===== src/rtl/lsu_pkg.sv =====
// Shared encodings and the alignment rule for the load/store unit.
package lsu_pkg;

  typedef enum logic [1:0] {
    SIZE_BYTE = 2'd0,
    SIZE_HALF = 2'd1,
    SIZE_WORD = 2'd2,
    SIZE_ILL  = 2'd3
  } size_e;

  typedef enum logic [1:0] {
    IDLE  = 2'd0,
    READ  = 2'd1,
    WRITE = 2'd2,
    RESP  = 2'd3
  } state_e;

  // Illegal size or an address that is not naturally aligned for the size.
  function automatic logic access_error(input size_e size, input logic [1:0] addr_lo);
    logic err;
    case (size)
      SIZE_BYTE: err = 1'b0;
      SIZE_HALF: err = addr_lo[0];
      SIZE_WORD: err = (addr_lo != 2'b00);
      default:   err = 1'b1;
    endcase
    return err;
  endfunction

endpackage


===== src/rtl/mem_lane_align.sv =====
// Big-endian lane extraction for loads and lane merge for stores.
module mem_lane_align
  import lsu_pkg::*;
(
  input  logic [31:0] word,
  input  logic [1:0]  addr_lo,
  input  size_e       size,
  input  logic        is_signed,
  input  logic [31:0] wdata,
  output logic [31:0] load_data,
  output logic [31:0] store_word
);

  logic [7:0]  byte_sel;
  logic [15:0] half_sel;

  always_comb begin
    case (addr_lo)
      2'd0:    byte_sel = word[31:24];
      2'd1:    byte_sel = word[23:16];
      2'd2:    byte_sel = word[15:8];
      default: byte_sel = word[7:0];
    endcase
    half_sel = addr_lo[1] ? word[15:0] : word[31:16];
  end

  always_comb begin
    load_data  = '0;
    store_word = word;
    case (size)
      SIZE_BYTE: begin
        load_data = is_signed ? {{24{byte_sel[7]}}, byte_sel} : {24'h0, byte_sel};
        case (addr_lo)
          2'd0:    store_word[31:24] = wdata[7:0];
          2'd1:    store_word[23:16] = wdata[7:0];
          2'd2:    store_word[15:8]  = wdata[7:0];
          default: store_word[7:0]   = wdata[7:0];
        endcase
      end
      SIZE_HALF: begin
        load_data = is_signed ? {{16{half_sel[15]}}, half_sel} : {16'h0, half_sel};
        if (addr_lo[1]) store_word[15:0]  = wdata[15:0];
        else            store_word[31:16] = wdata[15:0];
      end
      SIZE_WORD: begin
        load_data  = word;
        store_word = wdata;
      end
      default: begin
        load_data  = '0;
        store_word = word;
      end
    endcase
  end

endmodule


===== src/rtl/load_store_unit.sv =====
// Data-memory initiator: byte/half/word loads and stores, read-modify-write
// for sub-word stores, alignment checking before any memory access.
module load_store_unit
  import lsu_pkg::*;
#(
  parameter int ADDR_WIDTH = 32,
  parameter int DATA_WIDTH = 32
) (
  input  logic                  clk,
  input  logic                  reset_n,
  input  logic                  req_valid,
  output logic                  req_ready,
  input  logic                  req_write,
  input  logic [1:0]            req_size,
  input  logic                  req_signed,
  input  logic [ADDR_WIDTH-1:0] req_addr,
  input  logic [DATA_WIDTH-1:0] req_wdata,
  output logic                  resp_valid,
  output logic [DATA_WIDTH-1:0] resp_rdata,
  output logic                  resp_error,
  output logic [ADDR_WIDTH-1:0] mem_address,
  output logic                  mem_write_en,
  output logic                  mem_read_en,
  output logic [DATA_WIDTH-1:0] mem_data_in,
  input  logic [DATA_WIDTH-1:0] mem_data_out
);

  state_e                state_q, state_d;
  logic [ADDR_WIDTH-1:0] addr_q, addr_d;
  size_e                 size_q, size_d;
  logic                  signed_q, signed_d;
  logic                  write_q, write_d;
  logic                  err_q, err_d;
  logic [DATA_WIDTH-1:0] wdata_q, wdata_d;
  logic [DATA_WIDTH-1:0] word_q, word_d;

  logic [DATA_WIDTH-1:0] load_data;
  logic [DATA_WIDTH-1:0] store_word;

  mem_lane_align u_align (
    .word       (word_q),
    .addr_lo    (addr_q[1:0]),
    .size       (size_q),
    .is_signed  (signed_q),
    .wdata      (wdata_q),
    .load_data  (load_data),
    .store_word (store_word)
  );

  always_ff @(posedge clk or negedge reset_n) begin
    if (!reset_n) begin
      state_q  <= IDLE;
      addr_q   <= '0;
      size_q   <= SIZE_BYTE;
      signed_q <= 1'b0;
      write_q  <= 1'b0;
      err_q    <= 1'b0;
      wdata_q  <= '0;
      word_q   <= '0;
    end else begin
      state_q  <= state_d;
      addr_q   <= addr_d;
      size_q   <= size_d;
      signed_q <= signed_d;
      write_q  <= write_d;
      err_q    <= err_d;
      wdata_q  <= wdata_d;
      word_q   <= word_d;
    end
  end

  always_comb begin
    state_d  = state_q;
    addr_d   = addr_q;
    size_d   = size_q;
    signed_d = signed_q;
    write_d  = write_q;
    err_d    = err_q;
    wdata_d  = wdata_q;
    word_d   = word_q;
    case (state_q)
      IDLE: begin
        if (req_valid) begin
          addr_d   = req_addr;
          size_d   = size_e'(req_size);
          signed_d = req_signed;
          write_d  = req_write;
          wdata_d  = req_wdata;
          err_d    = access_error(size_e'(req_size), req_addr[1:0]);
          if (err_d)                                  state_d = RESP;
          else if (req_write && req_size == SIZE_WORD) state_d = WRITE;
          else                                        state_d = READ;
        end
      end
      READ: begin
        word_d  = mem_data_out;
        state_d = write_q ? WRITE : RESP;
      end
      WRITE:   state_d = RESP;
      default: state_d = IDLE;
    endcase
  end

  always_comb begin
    req_ready    = (state_q == IDLE);
    mem_read_en  = (state_q == READ);
    mem_write_en = (state_q == WRITE);
    mem_address  = {2'b00, addr_q[ADDR_WIDTH-1:2]};
    mem_data_in  = (state_q == WRITE) ? store_word : '0;
    resp_valid   = (state_q == RESP);
    resp_error   = (state_q == RESP) && err_q;
    resp_rdata   = (state_q == RESP && !write_q && !err_q) ? load_data : '0;
  end

endmodule


===== config.mk =====
export PLATFORM = sky130hd
export DESIGN_NAME = load_store_unit
export DESIGN_NICKNAME = d
export VERILOG_FILES = /design/src/rtl/lsu_pkg.sv /design/src/rtl/mem_lane_align.sv /design/src/rtl/load_store_unit.sv
export SDC_FILE = /design/constraint.sdc
export NUM_CORES = 1
export LEC_CHECK = 0
export CAP_MARGIN = 25
export CORE_MARGIN = 2
export CORE_UTILIZATION = 43
export CTS_CLUSTER_SIZE = 20
export DETAILED_ROUTE_END_ITERATION = 6
export HOLD_SLACK_MARGIN = 0.03
export PLACE_DENSITY = 0.77
export RECOVER_POWER = 25
export SLEW_MARGIN = 25
export SYNTH_ARGS = -nofsm -noshare
export SYNTH_HDL_FRONTEND = slang
export SYNTH_HIERARCHICAL = 1
export SYNTH_SLANG_ARGS = --single-unit

===== constraint.sdc =====
create_clock -name clk -period 2.3 [get_ports clk]
set_input_delay 0.46 -clock clk [delete_from_list [all_inputs] [get_ports clk]]
set_output_delay 0.46 -clock clk [all_outputs]
set_load 0.02 [all_outputs]

== Yosys cells after proc, flatten, opt, wreduce, memory -nomap -nowiden ==
Cells that the tools add are included.

* Equality and inequality tests: 10
* Reductions and logical operators: 13
* Muxes and demuxes: 22

{| class="wikitable"
|+ Operator list
! operator !! number
|-
| 32-bit one-hot mux with 3 select lines || 2
|-
| 32-bit two-way mux || 4
|-
| 16-bit two-way mux || 3
|-
| 8-bit two-way mux || 4
|-
| 8-bit one-hot mux with 3 select lines || 1
|-
| 2-bit equality test, second input constant || 5
|-
| 2-bit by 1-bit equality test with 1-bit output, second input constant || 4
|-
| 2-bit zero test || 4
|-
| 2-bit two-way mux || 3
|-
| 2-bit one-hot mux with 3 select lines || 1
|-
| 1-bit logical AND || 4
|-
| 1-bit two-way mux || 3
|-
| 1-bit one-hot mux with 3 select lines || 1
|-
| 3-bit OR reduction || 1
|-
| 1-bit zero test || 2
|-
| 2-bit != test, second input constant || 1
|-
| 2-bit AND reduction || 1
|-
| 2-bit nonzero test || 1
|}

* Bits in registers: 103
* Bits of input ports: 103
* Output and inout bits: 101
* Logic and storage cells: 53

== Logic depth before layout (Yosys ltp) ==
* Depth after elaboration: 7
* Gate-level depth with buffers: 7
* Gate-level depth less buffers: 5

== Hierarchy ==
Netlist, hierarchy kept.

{| class="wikitable"
|+ Modules (own cells, without submodules)
! module !! cells each !! area each (µm²) !! seq. area each (µm²) !! times used
|-
| load_store_unit || 341 || 4715.8 || 2577.5 || 1
|-
| mem_lane_align || 261 || 1893.1 || 0.0 || 1
|}

== Least setup slack after synthesis ==
Ideal clock, no wire load.

* Path type: register -> output
* Start point: register addr_q[0]
* End point: output resp_rdata[18]
* Cell stages (with the launch flop): 7
* Required time: 1840 ps
* Path slack: 3 ps
* Arrival: 1837 ps
* Buffers on the path: 2
* Path through: dfrtp_1 buf_6 mux2_4 a222oi_1 buf_4 o21ai_0 and2_1

* Cells in the longest elaborated chain, start to end: 5
* Elaborated cells between the ends (all ways): 7
* Those cells by class: eq/ne: 2; mux: 4; reduce/logical: 1

{| class="wikitable"
|+ Ends and longest elaborated chain
! item !! line !! RTL
|-
| start, declared || load_store_unit.sv:29 || <nowiki>logic [ADDR_WIDTH-1:0] addr_q, addr_d;</nowiki>
|-
| start signal, assigned || load_store_unit.sv:62 || <nowiki>addr_q <= addr_d;</nowiki>
|-
| 2-bit equality test, or another cell as far along || mem_lane_align.sv:18 || <nowiki>case (addr_lo)</nowiki>
|-
| 8-bit one-hot mux with 3 select lines (*) || mem_lane_align.sv:18 ||
|-
| 32-bit two-way mux (*) || mem_lane_align.sv:32 || <nowiki>load_data = is_signed ? {{24{byte_sel[7]}}, byte_sel} : {24'h0, byte_sel};</nowiki>
|-
| 32-bit one-hot mux with 3 select lines (*) || mem_lane_align.sv:30 || <nowiki>case (size)</nowiki>
|-
| named net load_data[18] || load_store_unit.sv:37 || <nowiki>logic [DATA_WIDTH-1:0] load_data;</nowiki>
|-
| 32-bit two-way mux (*) || load_store_unit.sv:112 || <nowiki>resp_rdata = (state_q == RESP && !write_q && !err_q) ? load_data : '0;</nowiki>
|-
| end, declared || load_store_unit.sv:19 || <nowiki>output logic [DATA_WIDTH-1:0] resp_rdata,</nowiki>
|}

The timed path passes the listed nets; every way through them passes the cells marked *.

== Final worst setup path ==
* Start point: register addr_q[0]
* End point: output resp_rdata[21]

Same word-level chain as after synthesis.

==> metrics <==
status=finished, violations left; failing checks=negative setup slack; number of flops mapped to enable cells by yosys=0; Die Ht=128 um; CTS tree=yes; CP Class=reg2out; H-Tree Depth=3; Setup crit start kind=flip-flop; Clk pin slew, worst setup/hold paths=0.08 ns; Root Buffer=clkbuf_16; # port buffers=201; DRC viols=0; Vias per Instance=5.75; final period utilization=1.16; first-pass GRT wire length=33900 um; CTS max path bufs=2; WL per Instance=21.6 um; Synth cell types=45; GRT Total Usage=0.270; FF+latch area=2580 um2; TritonCTS Buffers=9; CP max FO=8; Rel. slew slack=0.218; layout cells sized above 1=0.495; Worst Skew=0.00570 ns; Cell Pwr Density=1670 nW/um2; synthesized area=6610 um2; final worst slack=-0.357 ns; DRT Wirelength=22200 um; nets@finish=946; Seq/Total Area, Yosys=0.390; Worst-Margin Slew=1.17 ns; Syn Inst Count=602; Routability Congestion=0.919; Final Hold Fails=0; required time of the critical path=1.84 ns; Die Area=16400 um2; CP Data Arrival Time=2.20 ns; Row Count=45; Yosys warnings=6; LEAKAGE=4.43 nW; dpl ws=-0.427 ns; vias in the first global route=6163; min Tclk post-route=2.66 ns; post-detail-place hpwl=16100 um; Antenna diodes=0; Max-Cap Viols=0; Peak Freq=376 MHz; Total Power=17.3 mW; routed vias=5924; grt ovf=0; final setup vio count=63; Area Growth Syn to Fin=57.0%; Core Area=15100 um2; Detailed Routing Iterations Pass 1=6; Routed Antenna Nets=0; IO Count=204; initial antenna violation count=0; Slew Limit Fails=0; RSZ-0062 raised after global routing=true; Die W=128 um; fill count=1131; Seq cells post-synth=103; Syn Area/Cell=11.0 um2; Hold Path Class=in2async; DR iter-0 viols=421; clk_lat worst skew=0.35 ns; CP endpoint kind=output pin; area occupied by multi-input gates=4090 um2; initial core utilization=0.438; VDD IR max=0.877 mV; largest net degree at the start of global routing=49; clock sink count=103; most common flop cell mapped by yosys=dfrtp_1; Synth async-reset ratio=1.00
## routing by layer
| layer | GRT usage | wire [um] | part of all wire |
|---|---|---|---|
| met5 | 0 | 0 | 0 |
| met4 | 0.101 | 684 | 0.031 |
| met3 | 0.0538 | 1480 | 0.066 |
| met2 | 0.449 | 10900 | 0.49 |
| met1 | 0.348 | 9160 | 0.41 |
## where the power goes
group | switching (mW) | internal [mW]
Sequential | 1.36 | 2.75
Combinational | 5.21 | 6.39
Clock | 0.719 | 0.883
## registers in the layout, summed over array words and instances, names as in the netlist
| signal | cells |
|---|---|
| size_q | 2 |
| wdata_q | 32 |
| signed_q | 1 |
| addr_q | 32 |
| write_q | 1 |
| state_q | 2 |
| word_q | 32 |
| err_q | 1 |
## cells in the mapped netlist, drive strengths merged (2+ instances only)
master,n,share of area
nand2,27,0.016
o221ai,23,0.031
nand3,8,0.0061
clkbuf,30,0.028
o21ai,27,0.020
o211ai,3,0.0034
buf,49,0.051
nand2b,2,0.0019
mux2,118,0.21
nor2b,13,0.012
a221o,7,0.011
inv,6,0.0034
dfrtp,103,0.39
nor3b,2,0.0030
nor2,3,0.0021
a221oi,16,0.021
a22oi,26,0.030
o22ai,8,0.0076
a21oi,2,0.0015
ha,5,0.0095
or3,2,0.0019
and2,65,0.062
mux2i,45,0.068
nor3,2,0.0015
## final timing paths
path | slack (ns) | start | cells past startpoint | to
max reg2reg | 0.59 | state_q[0]$_DFFE_PN0P_ | 5 | addr_q[26]$_DFFE_PN0P_
min in group clk | 0.51 | addr_q[11]$_DFFE_PN0P_ | 1 | addr_q[11]$_DFFE_PN0P_
min reg2reg | 0.51 | addr_q[11]$_DFFE_PN0P_ | 1 | addr_q[11]$_DFFE_PN0P_
max in group asynchronous | 0.54 | reset_n | 2 | word_q[4]$_DFFE_PN0N_
min | 0.34 | reset_n | 1 | addr_q[30]$_DFFE_PN0P_
max | -0.36 | addr_q[0]$_DFFE_PN0P_ | 7 | resp_rdata[21]
## area by class of cell
type	instances	share of cell area
Clock buffer	10	0.0230
Clock inverter	6	0.00651
Inverter	6	0.00277
Multi-Input combinational cell	415	0.394
Sequential cell	103	0.249
Tap cell	188	0.0227
Timing Repair Buffer	303	0.302
## through the flow
stage,cell area (um2),util,instances,TNS [ns],hold WS [ns]
floorplan,6610,-,603,0,0.164
global placement,9030,0.599,985,-16.54,0.488
detailed placement,9030,0.599,985,-18.30,0.493
CTS,9900,0.656,1023,-11.96,0.138
global route,10400,0.688,1031,-17.45,0.434
finish,10400,0.688,1031,-12.53,0.336
## cell families (layout without fill, tap and decap cells)
kind of cell | after synthesis | count (layout) | synth area share
mux | 163 | 163 | 0.273
simple gates | 128 | 128 | 0.112
compound gates | 117 | 117 | 0.133
flops | 103 | 103 | 0.390
buf+inv | 85 | 325 | 0.0822
fa+ha+maj | 5 | 5 | 0.00947
other cells | 1 | 2 | 0.000567
## what timing repair did
action / CTS / global route
resized for setup: 474 / 116
cloned: 4 / 0
hold buffers: 0 / 0
endpoints found under the setup margin: 65 / 65
pin swaps: 41 / 56
buffers inserted: 18 / 11
## critical path: stages (launching register included)
cell and delay, ns:
dfrtp_2 0.44, mux2_4 0.32, a222oi_1 0.37, buf_4 0.20
buf_6 0.12, o21ai_1 0.06, and2_1 0.20, buf_6 0.13
## cell usage in the layout, fill, tap and decap left out, types with 5 or more instances in the layout
master,n
a221o_1,7
a221oi_1,11
a22oi_1,6
a22oi_2,20
and2_1,30
and2_4,35
buf_12,12
buf_4,56
buf_6,88
clkbuf_16,9
clkdlybuf4s50_1,134
dfrtp_1,99
ha_1,5
mux2_2,102
mux2_4,16
mux2i_1,37
nand2_1,25
nand3_1,5
nor2b_4,8
o21ai_0,7
o21ai_1,18
o221ai_1,9
o221ai_2,13
o22ai_1,8
(Power assumes the default switching activity.)
